`src/rtl/edge_det_pkg.sv`:
```
// Shared types for the multi-channel edge detector: FSM state encoding,
// per-channel mode constants and the state/mode -> tick decode.
package edge_det_pkg;

  // Width of the per-channel glitch filter counter (FILT_LEN up to 255)
  localparam int unsigned FILT_CNT_W = 8;

  typedef enum logic [1:0] {
    ST_ZERO = 2'b00,
    ST_RISE = 2'b01,
    ST_ONE  = 2'b11,
    ST_FALL = 2'b10
  } state_e;

  localparam logic [1:0] MODE_OFF  = 2'b00;
  localparam logic [1:0] MODE_RISE = 2'b01;
  localparam logic [1:0] MODE_FALL = 2'b10;
  localparam logic [1:0] MODE_BOTH = 2'b11;

  // Edge pulse is a pure decode of FSM state qualified by the channel mode
  function automatic logic tick_decode(input state_e st, input logic [1:0] md);
    logic t;
    t = 1'b0;
    case (md)
      MODE_OFF:  t = 1'b0;
      MODE_RISE: t = (st == ST_RISE);
      MODE_FALL: t = (st == ST_FALL);
      MODE_BOTH: t = (st == ST_RISE) || (st == ST_FALL);
    endcase
    return t;
  endfunction

endpackage

```
`src/rtl/edge_det_channel.sv`:
```
// One detector channel: consecutive-sample glitch filter, ZERO/RISE/ONE/FALL
// Moore FSM, registered tick, sticky pending flag and saturating event counter.
module edge_det_channel
  import edge_det_pkg::*;
#(
  parameter int unsigned FILT_LEN = 1,
  parameter int unsigned CNT_W    = 8
) (
  input  logic             clk,
  input  logic             reset,
  input  logic             level_i,
  input  logic [1:0]       mode_i,
  input  logic             clr_i,
  output logic             tick_o,
  output logic             tick_nxt_c,
  output logic             pending_o,
  output logic [CNT_W-1:0] evt_cnt_o
);

  localparam logic [FILT_CNT_W-1:0] FILT_MAX = FILT_CNT_W'(FILT_LEN);
  localparam logic [CNT_W-1:0]      CNT_ONE  = CNT_W'(1);
  localparam logic [CNT_W-1:0]      CNT_SAT  = {CNT_W{1'b1}};

  state_e                state_q, state_d;
  logic [FILT_CNT_W-1:0] filt_q, filt_d, filt_inc;
  logic                  accepted, differ;
  logic                  tick_q, tick_d;
  logic                  pending_q, pending_d;
  logic [CNT_W-1:0]      evt_q, evt_d;

  // FSM state and filter counter register
  always_ff @(posedge clk) begin
    if (reset) begin
      state_q <= ST_ZERO;
      filt_q  <= '0;
    end else begin
      state_q <= state_d;
      filt_q  <= filt_d;
    end
  end

  // Next state: settle RISE/FALL, flip accepted level once the filter fills
  always_comb begin
    state_d  = state_q;
    filt_d   = '0;
    accepted = (state_q == ST_ONE) || (state_q == ST_RISE);
    differ   = (level_i != accepted);
    filt_inc = filt_q + FILT_CNT_W'(1);
    case (state_q)
      ST_RISE: state_d = ST_ONE;
      ST_FALL: state_d = ST_ZERO;
      default: state_d = state_q;
    endcase
    if (differ) begin
      if (filt_inc == FILT_MAX) begin
        filt_d  = '0;
        state_d = accepted ? ST_FALL : ST_RISE;
      end else begin
        filt_d = filt_inc;
      end
    end
  end

  // Output next values: tick from next state, pending/counter from current tick
  always_comb begin
    tick_d    = tick_decode(state_d, mode_i);
    pending_d = tick_q | (pending_q & ~clr_i);
    evt_d     = evt_q;
    if (clr_i) begin
      evt_d = tick_q ? CNT_ONE : '0;
    end else if (tick_q && (evt_q != CNT_SAT)) begin
      evt_d = evt_q + CNT_ONE;
    end
  end

  // Output registers
  always_ff @(posedge clk) begin
    if (reset) begin
      tick_q    <= 1'b0;
      pending_q <= 1'b0;
      evt_q     <= '0;
    end else begin
      tick_q    <= tick_d;
      pending_q <= pending_d;
      evt_q     <= evt_d;
    end
  end

  assign tick_o     = tick_q;
  assign tick_nxt_c = tick_d;
  assign pending_o  = pending_q;
  assign evt_cnt_o  = evt_q;

endmodule

```
`src/rtl/multi_edge_detector.sv`:
```
// N_CH independent filtered edge detectors with a shared any_tick summary.
// Define MULTI_EDGE_DETECTOR_SYNC_EN to insert a two-flop synchronizer on
// every level bit (adds two cycles of latency).
module multi_edge_detector
  import edge_det_pkg::*;
#(
  parameter int unsigned N_CH     = 4,
  parameter int unsigned FILT_LEN = 1,
  parameter int unsigned CNT_W    = 8
) (
  input  logic                  clk,
  input  logic                  reset,
  input  logic [N_CH-1:0]       level,
  input  logic [2*N_CH-1:0]     mode,
  input  logic [N_CH-1:0]       clr,
  output logic [N_CH-1:0]       tick,
  output logic [N_CH-1:0]       pending,
  output logic [N_CH*CNT_W-1:0] evt_cnt,
  output logic                  any_tick
);

  logic [N_CH-1:0] level_s;
  logic [N_CH-1:0] tick_nxt;
  logic            any_tick_q;

`ifdef MULTI_EDGE_DETECTOR_SYNC_EN
  logic [N_CH-1:0] sync1_q, sync2_q;

  // Two-flop synchronizer ahead of the filters
  always_ff @(posedge clk) begin
    if (reset) begin
      sync1_q <= '0;
      sync2_q <= '0;
    end else begin
      sync1_q <= level;
      sync2_q <= sync1_q;
    end
  end

  assign level_s = sync2_q;
`else
  assign level_s = level;
`endif

  for (genvar i = 0; i < int'(N_CH); i++) begin : g_ch
    edge_det_channel #(
      .FILT_LEN (FILT_LEN),
      .CNT_W    (CNT_W)
    ) u_ch (
      .clk        (clk),
      .reset      (reset),
      .level_i    (level_s[i]),
      .mode_i     (mode[2*i +: 2]),
      .clr_i      (clr[i]),
      .tick_o     (tick[i]),
      .tick_nxt_c (tick_nxt[i]),
      .pending_o  (pending[i]),
      .evt_cnt_o  (evt_cnt[CNT_W*i +: CNT_W])
    );
  end

  // Summary pulse registered alongside the per-channel ticks
  always_ff @(posedge clk) begin
    if (reset) any_tick_q <= 1'b0;
    else       any_tick_q <= |tick_nxt;
  end

  assign any_tick = any_tick_q;

endmodule

```
`config.mk`:
```
export PLATFORM = sky130hd
export DESIGN_NAME = multi_edge_detector
export DESIGN_NICKNAME = d
export VERILOG_FILES = /design/src/rtl/edge_det_pkg.sv /design/src/rtl/edge_det_channel.sv /design/src/rtl/multi_edge_detector.sv
export SDC_FILE = /design/constraint.sdc
export NUM_CORES = 1
export LEC_CHECK = 0
export ABC_AREA = 0
export ABC_CLOCK_PERIOD_IN_PS = 2500
export BUFFER_PORTS_ARGS = -buffer_cell sky130_fd_sc_hd__buf_2
export CAP_MARGIN = 5
export CORE_MARGIN = 3
export CORE_UTILIZATION = 45
export CTS_CLUSTER_DIAMETER = 60
export CTS_CLUSTER_SIZE = 8
export DETAILED_ROUTE_END_ITERATION = 8
export PLACE_DENSITY = 0.76
export SLEW_MARGIN = 20
export SYNTH_ARGS = -nofsm -noshare
export SYNTH_HDL_FRONTEND = slang
export SYNTH_HIERARCHICAL = 1
export SYNTH_SLANG_ARGS = --single-unit
```
`constraint.sdc`:
```
create_clock -name clk -period 2.5 [get_ports clk]
set_input_delay 0.5 -clock clk [delete_from_list [all_inputs] [get_ports clk]]
set_output_delay 0.5 -clock clk [all_outputs]
set_load 0.05 [all_outputs]
```
=== Word level (Yosys, flattened, before mapping) ===
Cells that the tools add are included.

* Register bits after elaboration: 81
* Logic and storage cells: 146
* Bits of input ports: 18
* Output and inout port bits: 41

* Mux-type cells: 32
* Reductions and logical operators: 25
* Add/sub/neg operators: 8
* Bitwise operators: 16
* Equal/unequal tests: 44

{| class="wikitable"
|+ Operator list
! operator !! count
|-
| $add A8 B1 Y8 const B || 8
|-
| $mux W8 || 8
|-
| $eq A2 B2 Y1 const B || 20
|-
| $eq A8 B1 Y1 const B || 4
|-
| $ne A8 B8 Y1 const B || 4
|-
| $eq A2 B1 Y1 const B || 12
|-
| $mux W2 || 12
|-
| $pmux W1 S4 || 4
|-
| $pmux W2 S2 || 4
|-
| $reduce_or A3 Y1 || 4
|-
| $logic_not A2 Y1 || 4
|-
| $logic_or A1 B1 Y1 || 8
|-
| $not A1 Y1 || 8
|-
| $reduce_bool A2 Y1 || 4
|-
| $and A1 B1 Y1 || 4
|-
| $logic_and A1 B1 Y1 || 4
|-
| $mux W1 || 4
|-
| $ne A1 B1 Y1 || 4
|-
| $or A1 B1 Y1 || 4
|-
| $reduce_or A4 Y1 || 1
|}

=== Depth between registers and ports, before layout ===
Gate-level depths: netlist (run 1).

* Depth in word-level cells: 9
* Gate-level depth with buffers: 14
* Gate-level depth less buffers: 13

=== Cells and area by module ===
The synthesis (run 1) kept the hierarchy.

{| class="wikitable"
|+ By module, submodules not included
! module !! sequential area each (µm²) !! instances !! cells each !! area each (µm²)
|-
| edge_det_channel || 400.4 || 4 || 131 || 1146.1
|-
| multi_edge_detector || 20.0 || 1 || 3 || 30.0
|}

=== Worst setup path after synthesis (run 1) ===
OpenSTA, ideal clock, no wires.

* Kind: flip-flop to flip-flop
* Start point: register g_ch[1].u_ch.filt_q[0]
* End point: register any_tick_q, in the netlist any_tick
* Library setup time: 0.121 ns
* Clock period less this slack: 2.674 ns
* Arrival: 2.553 ns
* Cell stages (with the launch flop): 14
* Path buffers: 1
* Data required time: 2.379 ns
* Setup slack: -0.174 ns
* Cell sequence: dfxtp_1 > ha_1 > and3_1 > a311oi_1 > a21oi_1 > or2_1 > buf_6 > a211o_1 > ha_1 > mux2i_1 > nand2_1 > o21ai_0 > nor4_1 > nor2_1

* Word-level cells in the longest chain between the ends: 8
* Elaborated cells between the ends (all ways): 9
* Classes of those cells: add/sub: 1; eq/ne: 3; mux: 3; reduce/logical: 2

{| class="wikitable"
|+ RTL lines
! element !! RTL line !! RTL
|-
| start: declaration || edge_det_channel.sv:25 || <nowiki>logic [FILT_CNT_W-1:0] filt_q, filt_d, filt_inc;</nowiki>
|-
| start signal: assignment || edge_det_channel.sv:38 || <nowiki>filt_q <= filt_d;</nowiki>
|-
| $add A8 B1 Y8 (*) || edge_det_channel.sv:48 || <nowiki>filt_inc = filt_q + FILT_CNT_W'(1);</nowiki>
|-
| $eq A8 B1 Y1 (*) || edge_det_channel.sv:55 || <nowiki>if (filt_inc == FILT_MAX) begin</nowiki>
|-
| $mux W2 (*) || edge_det_channel.sv:55 ||
|-
| $mux W2 (*) || edge_det_channel.sv:54 || <nowiki>if (differ) begin</nowiki>
|-
| $eq A2 B1 Y1 / $eq A2 B2 Y1 (equally long branches) || edge_det_pkg.sv:26, edge_det_pkg.sv:28, edge_det_pkg.sv:27 ||
|-
| $logic_or A1 B1 Y1 || edge_det_pkg.sv:28 || <nowiki>MODE_BOTH: t = (st == ST_RISE) || (st == ST_FALL);</nowiki>
|-
| $pmux W1 S4 (*) || edge_det_pkg.sv:24 || <nowiki>case (md)</nowiki>
|-
| via tick_nxt[1] || multi_edge_detector.sv:23 || <nowiki>logic [N_CH-1:0] tick_nxt;</nowiki>
|-
| $reduce_or A4 Y1 (*) || multi_edge_detector.sv:65 || <nowiki>else any_tick_q <= |tick_nxt;</nowiki>
|-
| end signal: assignment || multi_edge_detector.sv:65 ||
|-
| end: declaration || multi_edge_detector.sv:24 || <nowiki>logic any_tick_q;</nowiki>
|}

The timed path passes the listed nets; every way through them passes the cells marked *.
A chain may end at the register's enable or synchronous reset.

=== Final worst setup path (run 1) ===
* Start point: register g_ch[3].u_ch.filt_q[0]
* End point: register any_tick_q, in the netlist any_tick

* Word-level cells in the longest chain between the ends: 8
* Elaborated cells between the ends (all ways): 9
* Classes of those cells: add/sub: 1; eq/ne: 3; mux: 3; reduce/logical: 2

{| class="wikitable"
|+ RTL lines
! element !! RTL line
|-
| start: declaration || edge_det_channel.sv:25
|-
| start signal: assignment || edge_det_channel.sv:38
|-
| $add A8 B1 Y8 (*) || edge_det_channel.sv:48
|-
| $eq A8 B1 Y1 (*) || edge_det_channel.sv:55
|-
| $mux W2 (*) || edge_det_channel.sv:55
|-
| $mux W2 (*) || edge_det_channel.sv:54
|-
| $eq A2 B1 Y1 / $eq A2 B2 Y1 (equally long branches) || edge_det_pkg.sv:26, edge_det_pkg.sv:28, edge_det_pkg.sv:27
|-
| $logic_or A1 B1 Y1 || edge_det_pkg.sv:28
|-
| $pmux W1 S4 (*) || edge_det_pkg.sv:24
|-
| via tick_nxt[3] || multi_edge_detector.sv:23
|-
| $reduce_or A4 Y1 (*) || multi_edge_detector.sv:65
|}

Marked as above.

==> flow_metrics.py, run 1 <==
metrics = {
    "global_routing": {
        "antenna_violations_before_repair": 0,
        "globalRoute.totalOverflow": 0,
        "grt_pass1_wl_um": 17500,
        "first_global_vias": 3934,
        "gr-usage-all-layers_pct": 18.5,
        "largest_net_degree_at_the_start_of_global_routing": 27,
    },
    "critical_path": {
        "slowest_stage": "dfxtp_4",
        "critPathLaunchType": "flip-flop",
        "timing.critical_path.max_delay_family": "simple AND/OR/NAND/NOR gates",
        "worst-endpoint-required_ns": 2.72,
        "worstPathArrival_ns": 2.85,
        "cp_endpoint_kind": "flip-flop",
        "worst-setup-path-type": "reg2reg",
        "critical_path.n_buffers_inverters": 0,
        "crit_path_max_incr_delay_ns": 0.37,
        "crit_fanout": 4,
        "worst-r2r-setup-slack_ns": -0.13,
        "cp_cell_sequence": "ha_4, nand3_4, nor4b_4, o311ai_4, or2_4, a211o_1, ha_1, mux2i_1, nand2_1, o21ai_2, nor4_2, nor2_1",
    },
    "synth": {
        "synth-compound-area-share_pct": 16.1,
        "ys_ff_latch": 81,
        "synth-async-reset-ratio_pct": 0,
        "synth_top_family_by_area": "simple AND/OR/NAND/NOR gates",
        "post_synth_mux_area_share_pct": 2.60,
        "synth_fa_ha_area_share_pct": 7.59,
        "synthesis.area_per_instance_um2": 8.76,
        "post_synth_and_or_nand_nor_area_fraction_pct": 24.4,
        "synth_cell_type_count": 40,
        "synth_top_cell_area_share_pct": 35.1,
        "yosys_most_used_dff": "dfxtp_1",
        "synth_xor_xnor_area_share_pct": 9.11,
        "syn-instance-count": 527,
        "syn_area_um2": 4610,
        "post_synth_main_area_contributors": "dfxtp_1, ha_1, nor2_1, xnor2_1, xor2_1",
        "synth.yosys.seq_area_share_pct": 35.1,
        "synth_enable_flop_cells": 0,
        "synthesis.nets": 573,
        "synth_warnings": 6,
        "synth_top_cell_by_area": "dfxtp_1",
    },
    "finish": {
        "diodes": 0,
        "num-nets-final": 678,
        "layout_cell_share_with_drive_strength_beyond_1_pct": 35.4,
        "final_cell_area_um2": 5990,
        "synth_to_final_area_change_pct": 29.7,
    },
    "status": {
        "failed_checks": "negative setup slack",
        "result_of_the_run": "complete, but fails checks",
    },
    "floorplan": {
        "initial_utilization_pct": 46.8,
        "placement_rows": 36,
        "dieWidth_um": 107,
        "design.die.area_um2": 11500,
        "die_h_um": 107,
        "io_pins": 59,
        "core_ar_um2": 9860,
    },
    "sta": {
        "final.min_clock_period_ns": 2.63,
        "timing.final.setup_violations": 4,
        "final_cycle_share_pct": 105,
        "finalWorstSetupSlack_ns": -0.126,
        "final.setup.tns_ns": -0.263,
        "report.final.slew_viol_count": 0,
        "final-hold-violation-count": 0,
        "clock_skew_ns": 0.00993,
        "rsz_0062_raised_after_global_routing": "true",
        "tightestPinTransition_ns": 0.600,
        "timing.max_slew.rel_slack_pct": 60.0,
        "worst_hold_slack_ns": 0.408,
        "fmax_mhz": 381,
    },
    "hold_path": {
        "holdCritPathClass": "in2reg",
    },
    "route": {
        "postRouteAntennaNets": 0,
        "drt_drc_violations_left": 0,
        "dr_total_vias": 4170,
        "dr.first_iter.drc_count": 202,
        "routed_wire_length_per_instance_um": 14.3,
        "detail_route.first_pass.iterations": 4,
        "avgViaCountPerCell": 5.43,
        "postRouteWirelength_um": 11000,
    },
    "place": {
        "gpl.final_weighted_congestion": 0.838,
        "place.port_buffers": 58,
        "placed_cell_area_um2": 5350,
        "hpwl_um": 7500,
    },
    "power_and_ir_drop": {
        "power-per-cell-area_nw_per_um2": 517,
        "p_leak_nw": 2.34,
        "worst_supply_voltage_drop_on_vdd_v": 0.000238,
        "power.total_mw": 3.09,
    },
    "clock_tree": {
        "clk_pin_slew_worst_paths_ns": 0.08,
        "clock_insertion_delay_at_the_later_pin_of_the_skew_report_ns": 0.35,
        "cts_tree": "yes",
        "numCtsBuffers": 9,
        "clock_path_buffers": 2,
        "cts.sink_count": 81,
        "cts.hold.buffers_added": 0,
        "cts_max_level": 3,
        "cts_root_buf": "clkbuf_8",
    },
    "flow_run": {
        "drv_cap": 0,
    },
}
layer usage:
| metal | track usage, % | wire length, µm |
|---|---|---|
| met3 | 3.12 | 488 |
| met5 | 0 | 0 |
| met2 | 32.5 | 5580 |
| met1 | 21.9 | 4720 |
| met4 | 8.31 | 180 |
final cells by class:
type / instances / area (µm²)
inverters: 24 / 90.1
clock buffers: 12 / 166
well taps: 133 / 166
multi-input cells: 402 / 3160
repair buffers: 114 / 727
flip-flops and latches: 81 / 1660
fillers: 812 / 3880
clock inverters: 2 / 11.3
worst register-to-register path: stages, from the launching register on:
cell,delay [ns]
dfxtp_4,0.37
ha_4,0.17
nand3_4,0.13
nor4b_4,0.31
o311ai_4,0.14
or2_4,0.27
a211o_1,0.32
ha_1,0.28
mux2i_1,0.07
nand2_1,0.08
o21ai_2,0.07
nor4_2,0.20
nor2_1,0.07
synth_stat cells, types with 8 or more instances:
cell type and n:
inv_1 24, o21ai_0 8, buf_6 8, nor2b_1 8, ha_1 28, nor3_1 32, nand4_1 8, a211oi_1 12
and3_1 8, buf_2 8, dfxtp_1 81, a211o_1 8, a2111oi_2 8, mux2i_1 12, a21oi_1 24, nor2_1 69
nand2_1 36, or2_2 8, xor2_1 20, nand3_1 16, xnor2_1 28
registers in the layout, summed over array words and instances, names as in the netlist:
signal / cells
g_ch.u_ch/evt_cnt_o: 32
g_ch.u_ch/tick_o: 4
g_ch.u_ch/pending_o: 4
g_ch.u_ch/filt_q: 32
g_ch.u_ch/state_q: 8
any_tick: 1
through the flow:
step	worst slack (ns)	cells	util [%]
finish	-0.126	768	60.7
floorplan	-0.00358	527	-
global placement	-0.104	742	54.3
global route	-0.264	768	60.7
detailed placement	-0.199	742	54.3
CTS	-0.0797	765	58.5
final timing paths:
path                                              from                        end  cells past startpoint
worst max-delay path            g_ch[3].u_ch/filt_q[0]                   any_tick                     12
worst max register to register  g_ch[3].u_ch/filt_q[0]                   any_tick                     12
worst min-delay path                            clr[1]  g_ch[1].u_ch/evt_cnt_o[0]                      3
worst min register to register  g_ch[0].u_ch/pending_o     g_ch[0].u_ch/pending_o                      2
cells in the final DEF (no fill, tap or decap), types with 6 or more instances in the layout:
cell       netlist  layout
a2111oi_2        8       8
a211o_1          8       8
a211oi_1        12       8
a21oi_1         24      20
buf_2            8      58
buf_4            0      54
clkbuf_8         0      10
dfxtp_1         81      61
dfxtp_2          0      13
dfxtp_4          0       7
ha_1            28      23
inv_1           24      24
mux2i_1         12      12
nand2_1         36      36
nand3_1         16      16
nand4_1          8       8
nor2_1          69      69
nor2b_1          8       8
nor3_1          32      18
nor3_2           0       8
nor3_4           0       6
or2_2            8       8
xnor2_1         28      28
xor2_1          20      20
report_power, final:
group	switching, mW	internal, mW	leakage (nW)
clock network	0.463	0.438	0.0938
logic	0.503	0.302	1.57
registers	0.0524	1.34	0.668
total	1.02	2.08	2.34
logic make-up after synthesis:
family / Yosys count
compound gates: 96
xor+xnor: 48
fa+ha+maj: 28
buf+inv: 44
flops: 81
mux: 12
simple gates: 218
repair_timing:
item                       CTS  global route
pin swaps                   11            17
buffers inserted             9             3
hold endpoints to repair     0             0
setup endpoints to repair    5             5
resized for setup           41            45
Note: power is estimated with default switching activity, not from simulation.
==> run 2, diff against run 1 <==
--- a/config.mk
+++ b/config.mk
@@ -10,11 +10,11 @@
 export BUFFER_PORTS_ARGS = -buffer_cell sky130_fd_sc_hd__buf_2
 export CAP_MARGIN = 5
 export CORE_MARGIN = 3
-export CORE_UTILIZATION = 45
+export CORE_UTILIZATION = 53
 export CTS_CLUSTER_DIAMETER = 60
 export CTS_CLUSTER_SIZE = 8
 export DETAILED_ROUTE_END_ITERATION = 8
-export PLACE_DENSITY = 0.76
+export PLACE_DENSITY = 0.86
 export SLEW_MARGIN = 20
 export SYNTH_ARGS = -nofsm -noshare
 export SYNTH_HDL_FRONTEND = slang
==> run 2 against run 1 <==
Against the previous run: the flow still finishes with violations (negative setup slack); count of clock-buffer cells in the layout shrank 3; cell count shrank 1.8%; via count grew 7.0%; sequential share of layout area shrank 0.72 points; sequential power is essentially flat; register-to-register slack lost 0.06 ns; largest cell class unchanged.
==> flow_metrics.py, run 2 (same netlist as run 1, synthesis figures left out) <==
metrics = {
    "status": {
        "result_of_the_run": "complete, but fails checks",
        "failed_checks": "negative setup slack",
    },
    "floorplan": {
        "design.die.area_um2": 9860,
        "dieWidth_um": 99.3,
        "initial_utilization_pct": 55.3,
        "core_ar_um2": 8340,
        "placement_rows": 33,
        "die_h_um": 99.3,
        "io_pins": 59,
    },
    "critical_path": {
        "crit_path_max_incr_delay_ns": 0.53,
        "worst-setup-path-type": "reg2reg",
        "cp_endpoint_kind": "flip-flop",
        "crit_fanout": 8,
        "timing.critical_path.max_delay_family": "simple AND/OR/NAND/NOR gates",
        "worstPathArrival_ns": 2.90,
        "critical_path.most_common_cell": "nand2_1",
        "critPathLaunchType": "flip-flop",
        "cp_cell_sequence": "nand2_1, nor3_2, o311ai_4, or2_4, a211o_1, ha_1, mux2i_1, nand2_1, o21ai_2, nor4_2, nor2_1",
        "worst-endpoint-required_ns": 2.72,
        "slowest_stage": "dfxtp_1",
        "critical_path.n_buffers_inverters": 0,
    },
    "sta": {
        "rsz_0062_raised_after_global_routing": "true",
        "report.final.slew_viol_count": 0,
        "finalWorstSetupSlack_ns": -0.182,
        "final-hold-violation-count": 0,
        "fmax_mhz": 373,
        "timing.final.setup_violations": 2,
        "final_cycle_share_pct": 107,
        "timing.max_slew.rel_slack_pct": 48.9,
        "final.min_clock_period_ns": 2.68,
        "tightestPinTransition_ns": 0.767,
        "clock_skew_ns": 0.0105,
    },
    "finish": {
        "final_cell_area_um2": 6150,
        "synth_to_final_area_change_pct": 33.2,
        "layout_cell_share_with_drive_strength_beyond_1_pct": 38.4,
        "layout_common_cells": "nor2_1, buf_4, dfxtp_1, buf_2, nand2_1",
        "num-nets-final": 690,
        "diodes": 0,
        "layout_commonest_cell": "nor2_1",
    },
    "place": {
        "dp_slack_ns": -0.234,
        "hpwl_um": 7820,
        "place.port_buffers": 58,
        "gpl.final_weighted_congestion": 0.880,
        "placed_cell_area_um2": 5350,
    },
    "clock_tree": {
        "clock_insertion_delay_at_the_later_pin_of_the_skew_report_ns": 0.36,
        "cts_max_level": 3,
        "cts_tree": "yes",
        "cts.hold.buffers_added": 0,
        "cts_root_buf": "clkbuf_8",
        "cts.sink_count": 81,
        "numCtsBuffers": 9,
        "clock_path_buffers": 2,
        "clk_pin_slew_worst_paths_ns": 0.10,
    },
    "global_routing": {
        "antenna_violations_before_repair": 0,
        "gr-usage-all-layers_pct": 23.6,
        "grt_pass1_wl_um": 19200,
        "largest_net_degree_at_the_start_of_global_routing": 30,
        "first_global_vias": 4160,
        "globalRoute.totalOverflow": 0,
    },
    "route": {
        "avgViaCountPerCell": 5.92,
        "drt_drc_violations_left": 0,
        "postRouteWirelength_um": 12700,
        "dr_total_vias": 4463,
        "dr.first_iter.drc_count": 305,
        "postRouteAntennaNets": 0,
        "routed_wire_length_per_instance_um": 16.9,
        "detail_route.first_pass.iterations": 5,
    },
    "power_and_ir_drop": {
        "worst_supply_voltage_drop_on_vdd_v": 0.000326,
        "p_leak_nw": 2.42,
        "power.total_mw": 3.27,
        "power-per-cell-area_nw_per_um2": 532,
    },
    "hold_path": {
        "holdCritPathClass": "in2reg",
    },
    "flow_run": {
        "drv_cap": 0,
    },
}
run 2: final cells by class:
cell class,count,area [µm²]
fill,588,2190
inverter,24,90.1
sequential,81,1660
clock inverter,7,83.8
tap,105,131
timing repair buffer,126,808
clock buffer,9,124
multi-input combinational,402,3240
run 2: worst register-to-register path: stages (launching register included):
cell,delay (ns)
dfxtp_1,0.53
nand2_1,0.16
nor3_2,0.32
o311ai_4,0.16
or2_4,0.28
a211o_1,0.26
ha_1,0.27
mux2i_1,0.06
nand2_1,0.07
o21ai_2,0.08
nor4_2,0.26
nor2_1,0.09
run 2: power breakdown:
group | switching (mW) | internal, mW
Clock | 0.547 | 0.483
Combinational | 0.535 | 0.312
Sequential | 0.0588 | 1.34
run 2: per-stage QoR:
step / utilization (%) / cells / hold slack (ns) / TNS, ns
5_1_grt: 73.7 / 754 / 0.406 / -0.914
6_report: 73.7 / 754 / 0.403 / -0.224
2_1_floorplan: - / 527 / 0.453 / -0.00358
4_1_cts: 69.8 / 749 / 0.385 / -0.178
3_3_place_gp: 64.1 / 718 / 0.464 / -0.103
3_5_place_dp: 64.1 / 718 / 0.469 / -0.497
run 2: what timing repair did:
| item | 4_1_cts | 5_1_grt |
|---|---|---|
| resized for setup | 36 | 67 |
| pin swaps | 17 | 24 |
| setup buffers | 15 | 5 |
| hold endpoints to repair | 0 | 0 |
| cloned | 0 | 0 |
| endpoints found under the setup margin | 5 | 5 |
run 2: final timing paths:
kind	start	to	slack, ns	cells after the start
setup reg to reg	g_ch[3].u_ch/filt_q[4]	any_tick	-0.18	11
setup / recovery	g_ch[3].u_ch/filt_q[4]	any_tick	-0.18	11
hold / removal	clr[1]	g_ch[1].u_ch/evt_cnt_o[0]	0.40	3
hold reg to reg	g_ch[2].u_ch/pending_o	g_ch[2].u_ch/pending_o	0.50	2
run 2: per-layer routing:
metal  vias to the layer above  wire length [µm]  GRT usage, %
met4                         0               434          10.1
met3                        42               587          4.28
met5                         -                 0             0
met2                       174              6780          42.6
met1                      2135              4930          27.2
li1                       2112                 -             -
